`config.mk`:
```
export PLATFORM = sky130hd
export DESIGN_NAME = uart_fifo
export DESIGN_NICKNAME = d
export VERILOG_FILES = /design/src/rtl/uart_pkg.sv /design/src/rtl/uart_rx_fifo.sv /design/src/rtl/uart_fifo.sv
export SDC_FILE = /design/constraint.sdc
export NUM_CORES = 1
export LEC_CHECK = 0
export ABC_AREA = 1
export CAP_MARGIN = 20
export CORE_AREA = 10 10 257 198
export CTS_CLUSTER_SIZE = 40
export DETAILED_ROUTE_END_ITERATION = 16
export DIE_AREA = 0 0 267 208
export GPL_ROUTABILITY_DRIVEN = 1
export HOLD_SLACK_MARGIN = 0.02
export MAX_ROUTING_LAYER = met4
export PLACE_DENSITY_LB_ADDON = 0.12
export SETUP_SLACK_MARGIN = 0.1
export SYNTH_ARGS = -nofsm -noshare
export SYNTH_HDL_FRONTEND = slang
export SYNTH_SLANG_ARGS = --single-unit
```
`constraint.sdc`:
```
create_clock -name clk -period 9.5 [get_ports clk]
set_input_delay 1.425 -clock clk [delete_from_list [all_inputs] [get_ports clk]]
set_output_delay 1.425 -clock clk [all_outputs]
set_load 0.01 [all_outputs]
```
`src/rtl/uart_pkg.sv`:
```
// uart_pkg: shared types and constants for the uart_fifo peripheral.
// Holds the TX/RX state encodings, the divisor floor and the widest frame payload.
package uart_pkg;

  localparam int MIN_DIV       = 4;
  localparam int MAX_DATA_BITS = 8;

  typedef enum logic [2:0] {
    TX_IDLE,
    TX_START,
    TX_DATA,
    TX_PARITY,
    TX_STOP
  } tx_state_e;

  typedef enum logic [2:0] {
    RX_IDLE,
    RX_START,
    RX_DATA,
    RX_PARITY,
    RX_STOP
  } rx_state_e;

  // Clamp a raw divisor so every bit lasts at least MIN_DIV clocks
  function automatic logic [31:0] sat_div(input logic [31:0] d);
    return (d < 32'(MIN_DIV)) ? 32'(MIN_DIV) : d;
  endfunction

endpackage

```
`src/rtl/uart_rx_fifo.sv`:
```
// uart_rx_fifo: first-word-fall-through FIFO for received characters.
// Pointers carry one extra wrap bit; full/empty come from comparing that bit.
module uart_rx_fifo #(
  parameter int WIDTH = 8,
  parameter int DEPTH = 16
) (
  input  logic                     clk,
  input  logic                     rst,
  input  logic                     push_i,
  input  logic [WIDTH-1:0]         wdata_i,
  input  logic                     pop_i,
  output logic [WIDTH-1:0]         rdata_o,
  output logic                     full_o,
  output logic                     empty_o,
  output logic [$clog2(DEPTH):0]   level_o
);

  localparam int AW = $clog2(DEPTH);

  logic [WIDTH-1:0] mem_q [DEPTH];
  logic [AW:0]      wr_ptr_q;
  logic [AW:0]      rd_ptr_q;
  logic             wr_en;
  logic             rd_en;

  assign empty_o = (wr_ptr_q == rd_ptr_q);
  assign full_o  = (wr_ptr_q[AW] != rd_ptr_q[AW]) &&
                   (wr_ptr_q[AW-1:0] == rd_ptr_q[AW-1:0]);
  assign level_o = wr_ptr_q - rd_ptr_q;

  // A pop frees the slot in the same cycle, so a full FIFO still accepts a push then
  assign rd_en = pop_i & ~empty_o;
  assign wr_en = push_i & (~full_o | rd_en);

  // Head of queue is visible combinationally; reads as zero while empty
  assign rdata_o = empty_o ? '0 : mem_q[rd_ptr_q[AW-1:0]];

  // Pointer registers; reset discards all stored entries
  always_ff @(posedge clk or posedge rst) begin
    if (rst) begin
      wr_ptr_q <= '0;
      rd_ptr_q <= '0;
    end else begin
      if (wr_en) wr_ptr_q <= wr_ptr_q + 1'b1;
      if (rd_en) rd_ptr_q <= rd_ptr_q + 1'b1;
    end
  end

  // Storage array, written without reset
  always_ff @(posedge clk) begin
    if (wr_en) mem_q[wr_ptr_q[AW-1:0]] <= wdata_i;
  end

endmodule

```
`src/rtl/uart_fifo.sv`:
```
// uart_fifo: UART with runtime baud divisor, FWFT receive FIFO, sticky errors
// and a valid/ready transmit holding register.
// Define UART_PARITY_EN to build parity framing; otherwise frames never carry parity.
module uart_fifo
  import uart_pkg::*;
#(
  parameter int BAUD_RATE  = 115200,
  parameter int DATA_BITS  = 8,
  parameter int FIFO_DEPTH = 16
) (
  input  logic                          clk,
  input  logic                          rst,
  input  logic [31:0]                   clk_freq,
  input  logic                          stop2,
  input  logic                          parity_en,
  input  logic                          parity_odd,
  input  logic                          rx,
  input  logic                          rx_read,
  output logic                          rx_valid,
  output logic [7:0]                    rx_data,
  output logic [$clog2(FIFO_DEPTH):0]   rx_level,
  input  logic                          tx_valid,
  input  logic [7:0]                    tx_data,
  output logic                          tx_ready,
  output logic                          tx,
  input  logic                          err_clear,
  output logic                          err_frame,
  output logic                          err_parity,
  output logic                          err_overrun,
  input  logic                          irq_en,
  output logic                          irq
);

  localparam logic [31:0] BAUD_DIV  = 32'(BAUD_RATE);
  localparam logic [2:0]  LAST_BIT  = 3'(DATA_BITS - 1);
  localparam logic [7:0]  DATA_MASK = 8'((1 << DATA_BITS) - 1);

  logic [31:0] clk_div_q;

  tx_state_e   tx_state_q, tx_state_d;
  logic [31:0] tx_cnt_q, tx_cnt_d, tx_div_q;
  logic [2:0]  tx_bit_q, tx_bit_d;
  logic [7:0]  tx_data_q;
  logic        tx_stop2_q, tx_q, tx_d, tx_tick, tx_start;
  logic        tx_par_on, tx_par_bit;

  rx_state_e   rx_state_q, rx_state_d;
  logic [31:0] rx_cnt_q, rx_cnt_d, rx_div_q;
  logic [2:0]  rx_bit_q, rx_bit_d;
  logic [7:0]  rx_shift_q;
  logic        rx_s1_q, rx_s2_q, rx_s3_q, rx_fall, rx_start;
  logic        rx_tick, rx_half, rx_push_q, rx_push_d, rx_frame_bad_q, rx_par_on;

  logic        err_frame_q, err_overrun_q, fifo_full, fifo_empty, overrun_set;

  // Divisor tracks clk_freq every cycle; each frame captures its own copy at start
  always_ff @(posedge clk or posedge rst) begin
    if (rst) clk_div_q <= '0;
    else     clk_div_q <= sat_div(clk_freq / BAUD_DIV);
  end

  assign tx_start = (tx_state_q == TX_IDLE) && tx_valid;
  assign tx_tick  = (tx_cnt_q == tx_div_q - 32'd1);

  // TX state register; tx itself is registered so reset forces the line high at once
  always_ff @(posedge clk or posedge rst) begin
    if (rst) begin
      tx_state_q <= TX_IDLE;
      tx_cnt_q   <= '0;
      tx_bit_q   <= '0;
      tx_q       <= 1'b1;
    end else begin
      tx_state_q <= tx_state_d;
      tx_cnt_q   <= tx_cnt_d;
      tx_bit_q   <= tx_bit_d;
      tx_q       <= tx_d;
    end
  end

  // TX next state: each state holds for one divisor period per bit
  always_comb begin
    tx_state_d = tx_state_q;
    tx_cnt_d   = tx_tick ? '0 : tx_cnt_q + 32'd1;
    tx_bit_d   = tx_bit_q;
    case (tx_state_q)
      TX_IDLE: begin
        tx_cnt_d = '0;
        tx_bit_d = '0;
        if (tx_valid) tx_state_d = TX_START;
      end
      TX_START: if (tx_tick) tx_state_d = TX_DATA;
      TX_DATA: begin
        if (tx_tick) begin
          if (tx_bit_q == LAST_BIT) begin
            tx_bit_d   = '0;
            tx_state_d = tx_par_on ? TX_PARITY : TX_STOP;
          end else begin
            tx_bit_d = tx_bit_q + 3'd1;
          end
        end
      end
      TX_PARITY: if (tx_tick) tx_state_d = TX_STOP;
      TX_STOP: begin
        if (tx_tick) begin
          if (!tx_stop2_q || tx_bit_q == 3'd1) tx_state_d = TX_IDLE;
          else                                 tx_bit_d   = tx_bit_q + 3'd1;
        end
      end
      default: tx_state_d = TX_IDLE;
    endcase
  end

  // TX outputs: line level follows the state being entered, so tx falls right after accept
  always_comb begin
    tx_ready = (tx_state_q == TX_IDLE);
    case (tx_state_d)
      TX_START:  tx_d = 1'b0;
      TX_DATA:   tx_d = tx_data_q[tx_bit_d];
      TX_PARITY: tx_d = tx_par_bit;
      default:   tx_d = 1'b1;
    endcase
  end

  assign tx = tx_q;

  assign rx_fall  = rx_s3_q & ~rx_s2_q;
  assign rx_start = (rx_state_q == RX_IDLE) && rx_fall;
  assign rx_tick  = (rx_cnt_q == rx_div_q - 32'd1);
  assign rx_half  = (rx_cnt_q == (rx_div_q >> 1) - 32'd1);

  // RX synchroniser and state register
  always_ff @(posedge clk or posedge rst) begin
    if (rst) begin
      rx_s1_q    <= 1'b1;
      rx_s2_q    <= 1'b1;
      rx_s3_q    <= 1'b1;
      rx_state_q <= RX_IDLE;
      rx_cnt_q   <= '0;
      rx_bit_q   <= '0;
      rx_push_q  <= 1'b0;
    end else begin
      rx_s1_q    <= rx;
      rx_s2_q    <= rx_s1_q;
      rx_s3_q    <= rx_s2_q;
      rx_state_q <= rx_state_d;
      rx_cnt_q   <= rx_cnt_d;
      rx_bit_q   <= rx_bit_d;
      rx_push_q  <= rx_push_d;
    end
  end

  // RX next state: mid-start check rejects glitches, then one sample per bit period
  always_comb begin
    rx_state_d = rx_state_q;
    rx_cnt_d   = rx_cnt_q + 32'd1;
    rx_bit_d   = rx_bit_q;
    case (rx_state_q)
      RX_IDLE: begin
        rx_cnt_d = '0;
        rx_bit_d = '0;
        if (rx_fall) rx_state_d = RX_START;
      end
      RX_START: begin
        if (rx_half) begin
          rx_cnt_d   = '0;
          rx_state_d = rx_s2_q ? RX_IDLE : RX_DATA;
        end
      end
      RX_DATA: begin
        if (rx_tick) begin
          rx_cnt_d = '0;
          if (rx_bit_q == LAST_BIT) begin
            rx_bit_d   = '0;
            rx_state_d = rx_par_on ? RX_PARITY : RX_STOP;
          end else begin
            rx_bit_d = rx_bit_q + 3'd1;
          end
        end
      end
      RX_PARITY: begin
        if (rx_tick) begin
          rx_cnt_d   = '0;
          rx_state_d = RX_STOP;
        end
      end
      RX_STOP: begin
        if (rx_tick) begin
          rx_cnt_d   = '0;
          rx_state_d = RX_IDLE;
        end
      end
      default: rx_state_d = RX_IDLE;
    endcase
  end

  // RX outputs: the stop sample always pushes, good stop bit or not
  always_comb begin
    rx_push_d = (rx_state_q == RX_STOP) && rx_tick;
  end

  // Frame datapath registers: per-frame divisor/config snapshots and shift data
  always_ff @(posedge clk) begin
    if (tx_start) begin
      tx_div_q   <= sat_div(clk_div_q);
      tx_data_q  <= tx_data & DATA_MASK;
      tx_stop2_q <= stop2;
    end
    if (rx_start) begin
      rx_div_q   <= sat_div(clk_div_q);
      rx_shift_q <= '0;
    end else if (rx_state_q == RX_DATA && rx_tick) begin
      rx_shift_q[rx_bit_q] <= rx_s2_q;
    end
    if (rx_push_d) rx_frame_bad_q <= ~rx_s2_q;
  end

`ifdef UART_PARITY_EN
  logic tx_par_en_q, tx_par_odd_q, rx_par_en_q, rx_par_odd_q, rx_par_bit_q;
  logic rx_par_bad, err_parity_q;

  // Parity mode is captured per frame so mid-frame register writes cannot split it
  always_ff @(posedge clk) begin
    if (tx_start) begin
      tx_par_en_q  <= parity_en;
      tx_par_odd_q <= parity_odd;
    end
    if (rx_start) begin
      rx_par_en_q  <= parity_en;
      rx_par_odd_q <= parity_odd;
    end
    if (rx_state_q == RX_PARITY && rx_tick) rx_par_bit_q <= rx_s2_q;
  end

  assign tx_par_on  = tx_par_en_q;
  assign tx_par_bit = (^tx_data_q) ^ tx_par_odd_q;
  assign rx_par_on  = rx_par_en_q;
  assign rx_par_bad = rx_par_en_q & (rx_par_bit_q != ((^rx_shift_q) ^ rx_par_odd_q));

  // Sticky parity error; a new error beats a simultaneous clear
  always_ff @(posedge clk or posedge rst) begin
    if (rst)                            err_parity_q <= 1'b0;
    else if (rx_push_q && rx_par_bad)   err_parity_q <= 1'b1;
    else if (err_clear)                 err_parity_q <= 1'b0;
  end

  assign err_parity = err_parity_q;
`else
  logic unused_parity_cfg;
  assign unused_parity_cfg = parity_en ^ parity_odd;
  assign tx_par_on  = 1'b0;
  assign tx_par_bit = 1'b1;
  assign rx_par_on  = 1'b0;
  assign err_parity = 1'b0;
`endif

  uart_rx_fifo #(
    .WIDTH (8),
    .DEPTH (FIFO_DEPTH)
  ) u_rx_fifo (
    .clk     (clk),
    .rst     (rst),
    .push_i  (rx_push_q),
    .wdata_i (rx_shift_q),
    .pop_i   (rx_read),
    .rdata_o (rx_data),
    .full_o  (fifo_full),
    .empty_o (fifo_empty),
    .level_o (rx_level)
  );

  assign rx_valid    = ~fifo_empty;
  assign overrun_set = rx_push_q & fifo_full & ~(rx_read & ~fifo_empty);

  // Sticky frame and overrun errors; a new error beats a simultaneous clear
  always_ff @(posedge clk or posedge rst) begin
    if (rst) begin
      err_frame_q   <= 1'b0;
      err_overrun_q <= 1'b0;
    end else begin
      if (rx_push_q && rx_frame_bad_q) err_frame_q <= 1'b1;
      else if (err_clear)              err_frame_q <= 1'b0;
      if (overrun_set)                 err_overrun_q <= 1'b1;
      else if (err_clear)              err_overrun_q <= 1'b0;
    end
  end

  assign err_frame   = err_frame_q;
  assign err_overrun = err_overrun_q;
  assign irq         = irq_en & (rx_valid | err_frame | err_parity | err_overrun);

endmodule

```
## Word level (Yosys, flattened, before mapping)

Memory sizes are Yosys's and may differ from the RTL's.
Index checks and enable logic that the tools add are counted.
Widths: inputs -> output; s select.

| word-level totals | value |
|---|---|
| flip-flop bits (word level) | 207 |
| latch bits | 0 |
| bits in writable memories | 128 |
| bits in read-only memories | 0 |
| word-level logic and storage cells | 137 |
| memories | 1 |

Memories:

| name | depth | width | read ports | clocked after Yosys merged registers in | write ports | line | RTL |
|---|---|---|---|---|---|---|---|
| u_rx_fifo.mem_q | 16 | 8 | 1 | 0 | 1 | uart_rx_fifo.sv:20 | `logic [WIDTH-1:0] mem_q [DEPTH];` |

| cells by class | value |
|---|---|
| add/sub/neg operators | 10 |
| multiply operators | 0 |
| divide/modulo/power cells | 1 |
| $lt $le $gt $ge | 5 |
| eq/ne operators | 25 |
| shift operators | 0 |
| muxes and demuxes | 43 |
| bitwise logic cells | 13 |
| reductions and logical operators | 17 |

Operators with widths:

| cell | count |
|---|---|
| $mux 32 | 6 |
| $eq 32x32->1 | 3 |
| $pmux 32 s3 | 1 |
| $add 32x1->32 const B | 2 |
| $lt 32x3->1 const B | 2 |
| $sub 32x1->32 const B | 2 |
| $mux 3 | 19 |
| $div 32x17->32 const B | 1 |
| $sub 31x1->32 const B | 1 |
| $pmux 3 s5 | 2 |
| $eq 3x2->1 const B | 5 |
| $eq 3x1->1 const B | 4 |
| $eq 3x3->1 const B | 4 |
| $ne 2x2->1 const B | 6 |
| $add 5x1->5 const B | 2 |
| $pmux 3 s3 | 1 |
| $bwmux 8 | 1 |
| $lt 3x4->1 const B | 2 |
| $mux 8 | 1 |
| $logic_and 1x1->1 | 7 |
| $mux 1 | 7 |
| $add 3x1->3 const B | 2 |
| $and 1x1->1 | 6 |
| $logic_not 3->1 | 2 |
| other kinds (18) | 25 |

## Longest topological paths before layout

Gate-level depths: netlist of run 1.

| depth | value |
|---|---|
| word-level depth | 8 |
| depth in mapped cells | 94 |
| depth with buffers taken out | 93 |

## By module

From an unflattened synthesis of run 1, not the netlist that was laid out.

| unflattened totals | value |
|---|---|
| cell total of the unflattened synthesis | 2,549 |
| area total of the unflattened synthesis | 19,318.5 um^2 |

By module, submodules not included:

| module | times used | cells each | area each (um^2) | seq. area each (um^2) |
|---|---|---|---|---|
| uart_fifo | 1 | 1,915 | 12,949.9 | 3,903.7 |
| uart_rx_fifo | 1 | 634 | 6,368.6 | 4,093.9 |

## Worst setup path after synthesis of run 1

Ideal clock, no wire load.

| path | value |
|---|---|
| path kind | input -> register |
| start | in clk_freq[26] |
| end | reg clk_div_q[0] |
| setup time | 0.077 ns |
| data arrival time | 9.154 ns |
| data required time | 9.423 ns |
| path slack | 0.269 ns |
| cell stages on the path | 88 |
| path buffers | 1 |
| cells stage by stage | nor2_2 > nand2_1 > nand4_2 > nand3_1 > nor2_1 > nand3_2 > nand2_2 > nand2_4 > nand2_4 > nand3_2 > nor2_2 > nand2_2 > nand2_4 > nand2_4 > nand2_1 > nand3_2 > o21ai_4 > nand2_4 > [... 52 more ...] > nand2_2 > nand2_4 > nand2_2 > nand2_2 > inv_2 > a21oi_4 > nand2_4 > nand2_2 > nand2_4 > nor2_8 > nand3_2 > nand2_2 > nand2_1 > nand2_1 > nand2_1 > nor2_1 > nand2_1 > a21oi_1 |

| between the ends | value |
|---|---|
| longest elaborated chain between the ends | 3 |

Ends and longest elaborated chain:

| what | line | RTL |
|---|---|---|
| start, declared | uart_fifo.sv:13 | `input logic [31:0] clk_freq,` |
| $div 32x17->32 (*) | uart_fifo.sv:59 | `else clk_div_q <= sat_div(clk_freq / BAUD_DIV);` |
| $lt 32x3->1 | uart_pkg.sv:26 | `return (d < 32'(MIN_DIV)) ? 32'(MIN_DIV) : d;` |
| $mux 32 (*) | uart_pkg.sv:26 |  |
| end signal, assigned | uart_fifo.sv:59 |  |
| end, declared | uart_fifo.sv:38 | `logic [31:0] clk_div_q;` |

Mark *: on every way between the ends. The rest lies on a longest branch, timed or not.
A chain may end at the register's enable or synchronous reset.

## Worst setup path after layout of run 1

Same ends and word-level chain as after synthesis.

==> results of run 1 <==
[sequential cells by signal, indices dropped and copies added (netlist names), 8 cells and up]
| signal | cells |
|---|---|
| tx_cnt_q | 32 |
| tx_div_q | 16 |
| u_rx_fifo.mem_q | 128 |
| rx_shift_q | 8 |
| rx_div_q | 16 |
| rx_cnt_q | 32 |
| clk_div_q | 16 |
| tx_data_q | 8 |
[routing by layer]
layer  track usage (%)  vias to the layer above  wire length [µm]  share of wire (%)
met5                 -                        -                 0                  0
met4              3.25                        0               592                1.3
met1              23.8                     7587             23100                 49
met3              2.19                       51              2160                4.6
met2              26.2                      289             21200                 45
li1                  -                     8146                 -                  -
[per-stage QoR]
stage               cell area [µm²]  util, %  hold slack, ns
floorplan                     18200        -           0.345
global placement              20800     45.7           0.361
detailed placement            20800     45.7           0.363
CTS                           22600     49.6           0.372
global route                  23400     51.4           0.371
finish                        23400     51.4           0.366
[logic make-up after synthesis]
logic type	share of synthesized area, %
and+or+nand+nor	30.2
buffers and inverters	7.73
DFF	44.1
AOI/OAI and AO/OA	9.24
xor gates and xnor gates	6.99
adders and majority gates	1.70
other	0.0207
muxes	0.0551
[cells in the mapped netlist (all sizes together), types with 23 or more instances]
cell type,count
edfxtp,170
nand2,485
nor4,37
nor2,349
xnor2,29
nand3,163
inv,316
o21ai,147
ha,23
nand4,48
a21oi,35
nor3,50
xor2,115
clkbuf,47
o22ai,24
dfrtp,105
[final timing paths]
kind	endpoint	cells after the start	from
worst min register to register	rx_s2_q	0	rx_s1_q
worst min-delay path	rx_s2_q	0	rx_s1_q
min in group asynchronous	tx_cnt_q[18]	2	rst
worst max register to register	tx	26	tx_div_q[2]
worst max-delay path	clk_div_q[0]	83	clk_freq[26]
max in group asynchronous	clk_div_q[2]	3	rst
[cells in the final DEF, fill, tap and decap left out, types with 42 or more instances in the layout]
| master | count |
|---|---|
| sky130_fd_sc_hd__edfxtp_1 | 170 |
| sky130_fd_sc_hd__nand2_4 | 44 |
| sky130_fd_sc_hd__nand4_1 | 42 |
| sky130_fd_sc_hd__o21ai_0 | 126 |
| sky130_fd_sc_hd__nand2_2 | 53 |
| sky130_fd_sc_hd__buf_4 | 254 |
| sky130_fd_sc_hd__nor3_1 | 50 |
| sky130_fd_sc_hd__clkdlybuf4s50_1 | 50 |
| sky130_fd_sc_hd__nand3_1 | 121 |
| sky130_fd_sc_hd__xor2_1 | 112 |
| sky130_fd_sc_hd__nor2_1 | 299 |
| sky130_fd_sc_hd__nand2_1 | 378 |
| sky130_fd_sc_hd__dfrtp_1 | 104 |
| sky130_fd_sc_hd__inv_1 | 282 |
[area by class of cell]
cell class	instances	area share (%)
flip-flops and latches	287	34.1
clock inverters	13	0.684
multi-input cells	1611	41.3
clock buffers	49	4.40
inverters	321	5.20
repair buffers	324	11.1
well taps	595	3.18
[repair_timing]
item                       CTS  global route
pin swaps                   48           123
gates cloned                 1             0
setup buffers               37            23
resized for setup           81           178
setup endpoints to repair    2             4
==> reports/qor.yml, run 1 <==
synthesis:
  yosys_most_used_dff: "sky130_fd_sc_hd__edfxtp_1"
  synth_fp_nets: 2342
  ys_warn_count: 0
  post-synth-top-area-fraction_pct: 28.1
  post_synthesis_cell_type_count: 64
  syn_inst: 2268
  avgSynthCellArea_um2: 8.00
  synthesis.area_um2: 18200
  share_of_the_yosys_chip_area_belonging_to_registers_pct: 44.1
  top_cells_by_area_synth: "sky130_fd_sc_hd__edfxtp_1 28%, sky130_fd_sc_hd__dfrtp_1 14%, sky130_fd_sc_hd__nand2_1 8.9%"
  synth_area_leader_cell: "sky130_fd_sc_hd__edfxtp_1"
  synth_async_reset_ratio_pct: 38.0
  number_of_storage_elements_in_the_synthesis_netlist: 287
  synth-edff-count: 170
timing:
  max_freq_mhz: 104
  setup_violations: 1
  grt_setup_unrepaired: "true"
  setup_total_negative_slack_ns: -0.126
  skew_ns: 0.0222
  worstMarginPinSlew_ns: 1.05
  report.final.slew_viol_count: 0
  hold_viol_final: 0
  layout_min_cycle_time_ns: 9.63
  min_period_over_period_pct: 101
  slew-limit-headroom_pct: 29.8
  setup_slack_ns: -0.126
setup_path:
  critical_path.top_delay_family: "simple AND/OR/NAND/NOR gates"
  cp_max_fo: 8
  critical_path_required_ns: 9.96
  reg2reg_slack_ns: 4.15
  path_buf_inv: 10
  timing.setup.critical_path_class: "primary input to flip-flop"
  delay_of_the_slowest_critical_path_stage_ns: 0.23
  endpoint_kind: "flip-flop"
  critical-path-top-cell-by-count: "sky130_fd_sc_hd__nand2_4"
  critPathArrivalTime_ns: 10.08
  setup.worst_path.start_class: "primary input"
  timing.critical_path.slowest_stage_cell: "sky130_fd_sc_hd__o21ai_4"
placement:
  placed_cells_incl_taps: 3077
  finalWeightedCongestion: 0.874
  preCtsSetupSlack_ns: -1.23
  detailedPlacementHpwl_mm: 33.7
  port_buffers: 58
die:
  die_y_um: 208
  core.rowCount: 68
  io_pins: 70
  floorplan.initialDensity_pct: 39.8
  coreArea_um2: 45600
  die_area_um2: 55500
  x_dimension_of_the_die_um: 267
clock_tree:
  clk_latency_ns: 0.54
  tritoncts.num_buffers: 34
  maximum_clock_path_buffer_count: 3
  cts.reportedPaths.clkPinSlew_ns: 0.06
  cts_tree: "done"
  cts_root_buf: "sky130_fd_sc_hd__clkbuf_16"
  clock_tree.htree_level_count: 2
  cts_hold_buffers: 0
  clock_sink_count: 287
detailed_routing:
  detail-route-antenna-nets: 0
  drcViolationCount: 0
  drt-wirelength-per-cell_um: 14.7
  drt_first_iter_violations: 1036
  drt_pass1_iterations: 5
  dr_vias_cell: 5.02
  postRouteWirelength_mm: 47.1
  routed-via-count: 16073
global_route:
  grt_pass1_wl_mm: 77.3
  grt_pass1_vias: 15491
  pin_count_of_the_biggest_net_entering_global_routing: 70
  grt_antenna_before_repair: 0
  grt_use_total_pct: 17.0
  overflow: 0
final_layout:
  finish.net_count: 2653
  n_fill_cell: 4291
  diode_count: 0
  multi_input_area_um2: 9660
  final_layout_size_suffix_gt1_share_pct: 23.3
  layoutNonFillerInstCount: 3200
  syn_to_final_growth_pct: 29.0
  register_area_um2: 8000
status:
  failed_checks: "setup timing"
  outcome: "finished, violations left"
job:
  max_capacitance_violation_total: 0
worst_hold_path:
  hold_class: "flip-flop to flip-flop"
Power of run 1 is left out: the tool's default activity adds up to more than one toggle a clock period on the data nets, which glitch-free logic cannot reach.
==> run 2: changes to the inputs <==
CELL_PAD_IN_SITES_DETAIL_PLACEMENT = 1   (was default)
CELL_PAD_IN_SITES_GLOBAL_PLACEMENT = 1   (was default)
==> reports/qor.yml, run 2 (synthesis results as in run 1) <==
status:
  outcome: "finished, violations left"  # unchanged
  failed_checks: "setup timing"  # unchanged
timing:
  setup_total_negative_slack_ns: -0.421  # was -0.126 ns
  report.final.slew_viol_count: 0  # unchanged
  setup_violations: 2  # was 1
  layout_min_cycle_time_ns: 9.88  # was 9.63 ns
  setup_slack_ns: -0.377  # was -0.126 ns
  hold_viol_final: 0  # unchanged
  min_period_over_period_pct: 104  # was 101%
  worstMarginPinSlew_ns: 1.03  # was 1.05 ns
  hold-worst-slack_ns: 0.356  # was 0.366 ns
  max_freq_mhz: 101  # was 104 MHz
  slew-limit-headroom_pct: 30.9  # was 29.8%
  skew_ns: 0.0123  # was 0.0222 ns
  grt_setup_unrepaired: "true"  # unchanged
placement:
  placement.cell_area_um2: 20900  # was 20800 µm²
  finalWeightedCongestion: 0.905  # was 0.874
  detailedPlacementHpwl_mm: 39.4  # was 33.7 mm
  port_buffers: 58  # unchanged
clock_tree:
  tritoncts.num_buffers: 31  # was 34
  cts_hold_buffers: 0  # unchanged
  clk_latency_ns: 0.56  # was 0.54 ns
  maximum_clock_path_buffer_count: 3  # unchanged
  clock_sink_count: 287  # unchanged
  clock_tree.htree_level_count: 1  # was 2
  cts_root_buf: "sky130_fd_sc_hd__clkbuf_16"  # unchanged
  cts_tree: "done"  # unchanged
  cts.reportedPaths.clkPinSlew_ns: 0.06  # about the same
global_route:
  grt_pass1_wl_mm: 88.5  # was 77.3 mm
  grt_antenna_before_repair: 0  # unchanged
  grt_use_total_pct: 19.5  # was 17.0%
  grt_pass1_vias: 17393  # was 15491
  overflow: 0  # unchanged
  pin_count_of_the_biggest_net_entering_global_routing: 70  # unchanged
die:
  coreArea_um2: 45600  # unchanged
  core.rowCount: 68  # unchanged
  x_dimension_of_the_die_um: 267  # unchanged
  die_area_um2: 55500  # unchanged
  io_pins: 70  # unchanged
  die_y_um: 208  # unchanged
  floorplan.initialDensity_pct: 39.8  # unchanged
final_layout:
  diode_count: 0  # unchanged
  final_cell_mix: "360 x sky130_fd_sc_hd__nand2_1, 295 x sky130_fd_sc_hd__nor2_1, 283 x sky130_fd_sc_hd__inv_1"  # was 378 x sky130_fd_sc_hd__nand2_1, 299 x sky130_fd_sc_hd__nor2_1, 282 x sky130_fd_sc_hd__inv_1
  most_common_cell_after_layout_fill_and_taps_aside: "sky130_fd_sc_hd__nand2_1"  # unchanged
  finalInstanceArea_um2: 23600  # was 23400 µm²
  finish.net_count: 2672  # was 2653
  final_layout_size_suffix_gt1_share_pct: 24.6  # was 23.3%
  n_fill_cell: 5437  # was 4291
  syn_to_final_growth_pct: 30.2  # was 29.0%
  largest_reg_flops: 128  # unchanged
  utilization_after_layout_pct: 51.8  # was 51.4%
setup_path:
  critical-path-top-cell-by-count: "sky130_fd_sc_hd__nand2_4"  # unchanged
  critical_path_required_ns: 9.99  # was 9.96 ns
  timing.setup.critical_path_class: "primary input to flip-flop"  # unchanged
  cp_max_fo: 8  # unchanged
  delay_of_the_slowest_critical_path_stage_ns: 0.27  # was 0.23 ns
  critPathArrivalTime_ns: 10.37  # was 10.08 ns
  endpoint_kind: "flip-flop"  # unchanged
  setup.worst_path.start_class: "primary input"  # unchanged
  crit-reg2reg-launch: "tx_div_q[2]"  # unchanged
  worstSetupStartpoint: "clk_freq[31]"  # was clk_freq[26]
  timing.critical_path.slowest_stage_cell: "sky130_fd_sc_hd__o211ai_1"  # was sky130_fd_sc_hd__o21ai_4
detailed_routing:
  dr_vias_cell: 5.18  # was 5.02
  detail-route-antenna-nets: 0  # unchanged
  postRouteWirelength_mm: 55.8  # was 47.1 mm
  drt_pass1_iterations: 5  # unchanged
  drt-wirelength-per-cell_um: 17.3  # was 14.7 µm
  drt_first_iter_violations: 849  # was 1036
  drcViolationCount: 0  # unchanged
  routed-via-count: 16660  # was 16073
job:
  max_capacitance_violation_total: 0  # unchanged
worst_hold_path:
  hold_path.startpoint: "rx_s1_q"  # unchanged
  hold_class: "flip-flop to flip-flop"  # unchanged
-- run 2: cell types whose count changed in the layout (fill, tap and decap cells not counted), sizes merged --
cell	delta
buf	+24
clkinvlp	-1
inv	-2
clkinv	+4
bufinv	-3
nand2	+1
clkdlybuf4s15	+1
clkbuf	-7
-- run 2: timing repair --
action | in CTS | in global routing
pin swaps | 75 | 139
setup endpoints to repair | 3 | 3
cloned | 2 | 1
buffers inserted | 40 | 29
resized for setup | 162 | 164
-- run 2: per-stage QoR --
step | cells | setup slack [ns]
floorplan | 2268 | 0.269
global placement | 3089 | -1.16
detailed placement | 3089 | -1.61
CTS | 3187 | -0.118
global route | 3217 | -1.12
finish | 3217 | -0.377
-- run 2: final cells by class --
cell class	instances	area, µm²	area share [%]
Clock buffer	46	882	3.73
Clock inverter	11	70.1	0.296
Inverter	321	1230	5.21
Multi-Input combinational cell	1612	9900	41.9
Sequential cell	287	8000	33.8
Tap cell	595	744	3.15
Timing Repair Buffer	345	2810	11.9
-- run 2: final timing paths --
kind,end,slack (ns),cells past startpoint
hold reg to reg,rx_s2_q,0.36,0
min in group asynchronous,u_rx_fifo.rd_ptr_q[0],1.39,2
max in group asynchronous,rx_bit_q[2],6.93,3
setup / recovery,clk_div_q[0],-0.38,79
setup reg to reg,tx,3.73,26
hold / removal,rx_s2_q,0.36,0
-- run 2: worst max-delay path: cells and delay by family --
family	cells	cell delay, ns
simple gates	63	6.70
buf+inv	11	1.12
compound gates	5	1.06
-- run 2: per-layer routing --
| metal | wire [µm] | part of all wire [%] | global-route usage (%) |
|---|---|---|---|
| met1 | 26600 | 48 | 26.2 |
| met2 | 27000 | 48 | 32.0 |
| met3 | 1290 | 2.3 | 1.61 |
| met4 | 874 | 1.6 | 3.12 |
| met5 | 0 | 0 | - |
Power of run 2 is left out for the same reason.
==> run 3: changes to the inputs <==
CELL_PAD_IN_SITES_DETAIL_PLACEMENT = default   (was 1)
CELL_PAD_IN_SITES_GLOBAL_PLACEMENT = default   (was 1)
==> results of run 3 <==
Final layout, timing and power as in run 1 (identical DEF).
Power of run 3 is left out for the same reason.
==> patch 1 (config.mk and constraints of run 2) <==
The 5 states of `tx_state_e` get a Gray code encoding in 3 bits.
--- a/src/rtl/uart_pkg.sv
+++ b/src/rtl/uart_pkg.sv
@@ -7,9 +7,9 @@
 
   typedef enum logic [2:0] {
-    TX_IDLE,
-    TX_START,
-    TX_DATA,
-    TX_PARITY,
-    TX_STOP
+    TX_IDLE   = 3'b000,
+    TX_START  = 3'b001,
+    TX_DATA   = 3'b011,
+    TX_PARITY = 3'b010,
+    TX_STOP   = 3'b110
   } tx_state_e;
 
Behaviour: no difference found for any inputs over 4 cycles, from zero or initial values and one cycle with rst high; so few cycles prove little.
==> patch 1 against run 2 <==
The run still ends with setup timing left; area after synthesis shrank 0.88%; design area up 0.23%; register-to-register slack gained 0.09 ns; setup slack improved by 0.12 ns; critical endpoint unchanged; sequential cell count stayed put; routed wire length decreased by 0.38%.
Power is left out: the tool's default activity adds up to more than one toggle a clock period on the data nets, which glitch-free logic cannot reach.
==> patch 1: results (changes against run 2) <==
metric,value,unit,change
outcome,"complete, but fails checks",,
violations,setup timing,,
postPlaceCellArea,0.0206,mm²,-1.4%
fin_ws,-0.256,ns,+0.121 ns
antenna_found_initial,0,,unchanged
synth_common_cells,"nand2_1 (403), nor2_1 (316), inv_1 (293)",,
hpwl,39200,µm,-0.54%
crit_arrival,10.18,ns,-0.19 ns
met1_usage,26.1,%,-0.11 points
nonClkBufAreaFrac,12.4,%,+0.49 points
stdcell_count,3188,,-0.90%
post-place-ws,-1.55,ns,+0.0593 ns
slew_headroom,32.7,%,+1.8 points
fillers,5400,,-0.68%
grt_use_met3,2.10,%,+0.48 points
setup_viol,2,,unchanged
wl_per_cell,17.4,µm,+0.53%
final_nets,2644,,-1.0%
synth_mux_area_share,0.118,%,+0.063 points
synth_xor_area_share,6.91,%,-0.077 points
vias,16500,,-1.1%
synth_compound_area_share,9.71,%,+0.48 points
seq_area_share,33.8,%,-0.079 points
nNonClkBuffers,349,,+1.2%
ys_seq_area_share,44.4,%,+0.39 points
fin_skew,0.0334,ns,+0.0211 ns
drt_iter0_drc,907,,+6.8%
cts-resized-gates,197,,+22%
crit_path_max_fanout,7,,-1
port_buffers,57,,-1.7%
synth_area_leaders,"edfxtp_1 (28%), dfrtp_1 (15%), nand2_1 (8.4%), nor2_1 (6.6%), inv_1 (6.1%)",,
grt_pass1_wl,88600,µm,about the same
cpMaxStageDelayCell,nor2_4,,
synth_cell_type_count,58,,-9.4%
syn_nets,2320,,-0.94%
fin_tns_setup,-0.497,ns,-0.0759 ns
route.met2.wl,26700,µm,-1.3%
numCtsBuffers,29,,-6.5%
final_layout_size_suffix_gt1_share,26.3,%,+1.7 points
use_met2,31.8,%,-0.17 points
place.gp.congestion,0.904,,-0.17%
synth_flop_cell,edfxtp_1,,
grt_pass1_vias,17300,,-0.52%
inverters_excl_clock,318,,-0.93%
route.met3.wl,1650,µm,+27%
placedCellCount,3046,,-1.4%
synthAdderAreaFrac,1.71,%,+0.015 points
cts_setup_buffers,45,,+13%
diodes,0,,unchanged
cpPeakStageDelay,0.20,ns,-0.07 ns
clock_area_share,3.89,%,-0.14 points
synth_area_per_cell,8.01,µm²,about the same
nMultiInputCombCells,1585,,-1.7%
multi_input_area_share,41.7,%,-0.14 points
wl_met1,26500,µm,-0.62%
n_clock_buffer,41,,-11%
grt_use_total,19.5,%,+0.082 points
clk_latency,0.58,ns,+0.02 ns
drcViolationCount,0,,unchanged
cts.sinks,287,,unchanged
-- patch 1: changes by cell type after synthesis, sizes merged, moves of 5 or more --
cell / change
a21oi: +5
a311oi: +7
clkbuf: +8
nand2: -19
nand3: -21
nor2: -11
o21ai: +9
o221ai: +5
o22ai: -5
or2: +5
xor2: -6
-- patch 1: final timing paths --
check | start | end | slack (ns) | cells past startpoint
worst max-delay path | clk_freq[27] | clk_div_q[0]$_DFF_PP0_ | -0.26 | 85
max in group asynchronous | rst | tx_bit_q[0]$_DFF_PP0_ | 6.85 | 3
worst min-delay path | rx_s1_q$_DFF_PP1_ | rx_s2_q$_DFF_PP1_ | 0.36 | 0
worst max register to register | tx_div_q[2]$_DFFE_PP_ | tx$_DFF_PP1_ | 3.82 | 25
worst min register to register | rx_s1_q$_DFF_PP1_ | rx_s2_q$_DFF_PP1_ | 0.36 | 0
min in group asynchronous | rst | u_rx_fifo.rd_ptr_q[3]$_DFFE_PP0P_ | 1.30 | 2
==> patch 2 (config.mk and constraints of run 2) <==
Made on the original files. Build with the macro `UART_PARITY_EN` defined.
--- a/src/rtl/uart_fifo.sv
+++ b/src/rtl/uart_fifo.sv
@@ -2,4 +2,6 @@
 // and a valid/ready transmit holding register.
 // Define UART_PARITY_EN to build parity framing; otherwise frames never carry parity.
+`define UART_PARITY_EN
+
 module uart_fifo
   import uart_pkg::*;
Formal check against the unedited RTL: same outputs for any inputs over 4 cycles, from zero or initial values and one cycle with rst high; that may be too few to reach the edited logic, so the function may still have changed.
==> patch 2 against run 2 <==
The run still ends with setup timing left; setup slack got worse by 0.17 ns; register-to-register slack improved by 0.41 ns; design area up 4.6%; area after synthesis grew 2.7%; clock skew is 0.0012 ns higher; sequential cell count grew 6; routed wire length is 11% higher; highest routed layer unchanged.
Power is left out: the tool's default activity adds up to more than one toggle a clock period on the data nets, which glitch-free logic cannot reach.
==> patch 2: results (changes against run 2) <==
metric,value,unit,change
synth_common_cells,"nand2_1 (409), nor2_1 (324), inv_1 (280)",,
fin_ws,-0.544,ns,-0.168 ns
clkTransAtPathRegs,0.06,ns,about the same
clock-root-buffer,clkbuf_16,,
grt_max_degree,69,,-1.4%
min-delay-path-class,reg2reg,,
largest_reg_flops,128,,unchanged
stdcell_count,3286,,+2.1%
port_buffers,61,,+5.2%
grt_use_total,21.2,%,+1.7 points
cts_htree_levels,2,,+1
ys_warn_count,0,,unchanged
setup_viol,2,,unchanged
vias,17500,,+5.2%
place.gp.congestion,0.938,,+3.6%
synth_mux_area_share,0,%,-0.055 points
final_layout_size_suffix_gt1_share,26.0,%,+1.4 points
grt_pass1_wl,95000,µm,+7.3%
clock_path_buffers,3,,unchanged
dr.pass1.iters,5,,unchanged
drt_iter0_drc,909,,+7.1%
syn_nets,2391,,+2.1%
postPlaceCellArea,0.0213,mm²,+2.0%
synth_area_leaders,"edfxtp_1 (28%), dfrtp_1 (14%), nand2_1 (8.2%), nor2_1 (6.5%), inv_1 (5.6%)",,
synthAdderAreaFrac,1.65,%,-0.044 points
fillers,5296,,-2.6%
synth_compound_area_share,9.59,%,+0.35 points
fin_skew,0.0134,ns,+0.00115 ns
synth_edf_count,175,,+2.9%
synth_cell_type_count,63,,-1.6%
clk_latency,0.53,ns,-0.03 ns
synth_cells,2317,,+2.2%
hpwl,42300,µm,+7.2%
ys_seq_area_share,43.8,%,-0.21 points
violations,setup timing,,
crit_family,simple AND/OR/NAND/NOR gates,,
outcome,"complete, but fails checks",,
placedCellCount,3123,,+1.1%
cpPeakStageDelay,0.31,ns,+0.04 ns
final_nets,2738,,+2.5%
ys_async_sr_fraction,37.5,%,-0.44 points
numCtsBuffers,35,,+13%
slew_headroom,25.6,%,-5.3 points
synth_flop_cell,edfxtp_1,,
synth_xor_area_share,8.18,%,+1.2 points
crit_arrival,10.49,ns,+0.12 ns
crit_path_max_fanout,8,,unchanged
drt_wl_total,61800,µm,+11%
antenna_found_initial,1,,+1
cpMaxStageDelayCell,o211ai_1,,
==> patch 2: through the flow <==
step | hold slack (ns) | TNS [ns] | util (%) | setup WS (ns)
final | 0.365 | -0.923 | 54.2 | -0.544
after global routing | 0.369 | -2.54 | 54.2 | -1.22
after CTS | 0.368 | -0.222 | 51.6 | -0.222
after detailed placement | 0.355 | -4.38 | 46.8 | -1.73
after global placement | 0.349 | -2.47 | 46.8 | -1.18
after floorplan | 0.345 | 0 | - | 0.203
==> patch 2: logic make-up (layout without fill, tap and decap cells) <==
kind of cell / after synthesis / after routing
xor+xnor: 174 / 174
flops: 293 / 293
fa+ha+maj: 24 / 24
other cells: 0 / 1
simple gates: 1172 / 1172
buf+inv: 354 / 727
compound gates: 300 / 300
==> patch 2: repair_timing <==
action / CTS / global route
hold buffers: 0 / 0
endpoints found under the setup margin: 3 / 4
gates resized for setup: 181 / 216
pin swaps: 104 / 155
setup buffers: 59 / 39
==> patch 2: routing by layer <==
metal,vias to the layer above,GRT usage (%),share of wire [%]
li1,8448,-,-
met5,-,-,0
met2,292,34.4,48
met1,8692,28.0,46
met4,0,5.20,2.1
met3,86,2.12,3.4
==> patch 2: worst paths after layout <==
kind,start,slack [ns],depth (start not counted),endpoint
worst max-delay path,clk_freq[28],-0.54,75,clk_div_q[0]$_DFF_PP0_
worst min-delay path,rx_s1_q$_DFF_PP1_,0.37,0,rx_s2_q$_DFF_PP1_
worst max register to register,rx_div_q[1]$_DFFE_PP_,4.14,23,rx_state_q[0]$_DFFE_PP0P_
worst min register to register,rx_s1_q$_DFF_PP1_,0.37,0,rx_s2_q$_DFF_PP1_
max in group asynchronous,rst,6.82,3,clk_div_q[1]$_DFF_PP0_
min in group asynchronous,rst,1.34,2,tx_cnt_q[25]$_DFF_PP0_
==> patch 2: area by class of cell <==
class | instances | area share, %
Multi-Input combinational cell | 1670 | 42.4
Sequential cell | 293 | 33.1
Timing Repair Buffer | 366 | 12.2
Inverter | 298 | 4.62
Clock buffer | 44 | 3.76
Tap cell | 595 | 3.01
Clock inverter | 19 | 0.962
Antenna cell | 1 | 0.0101
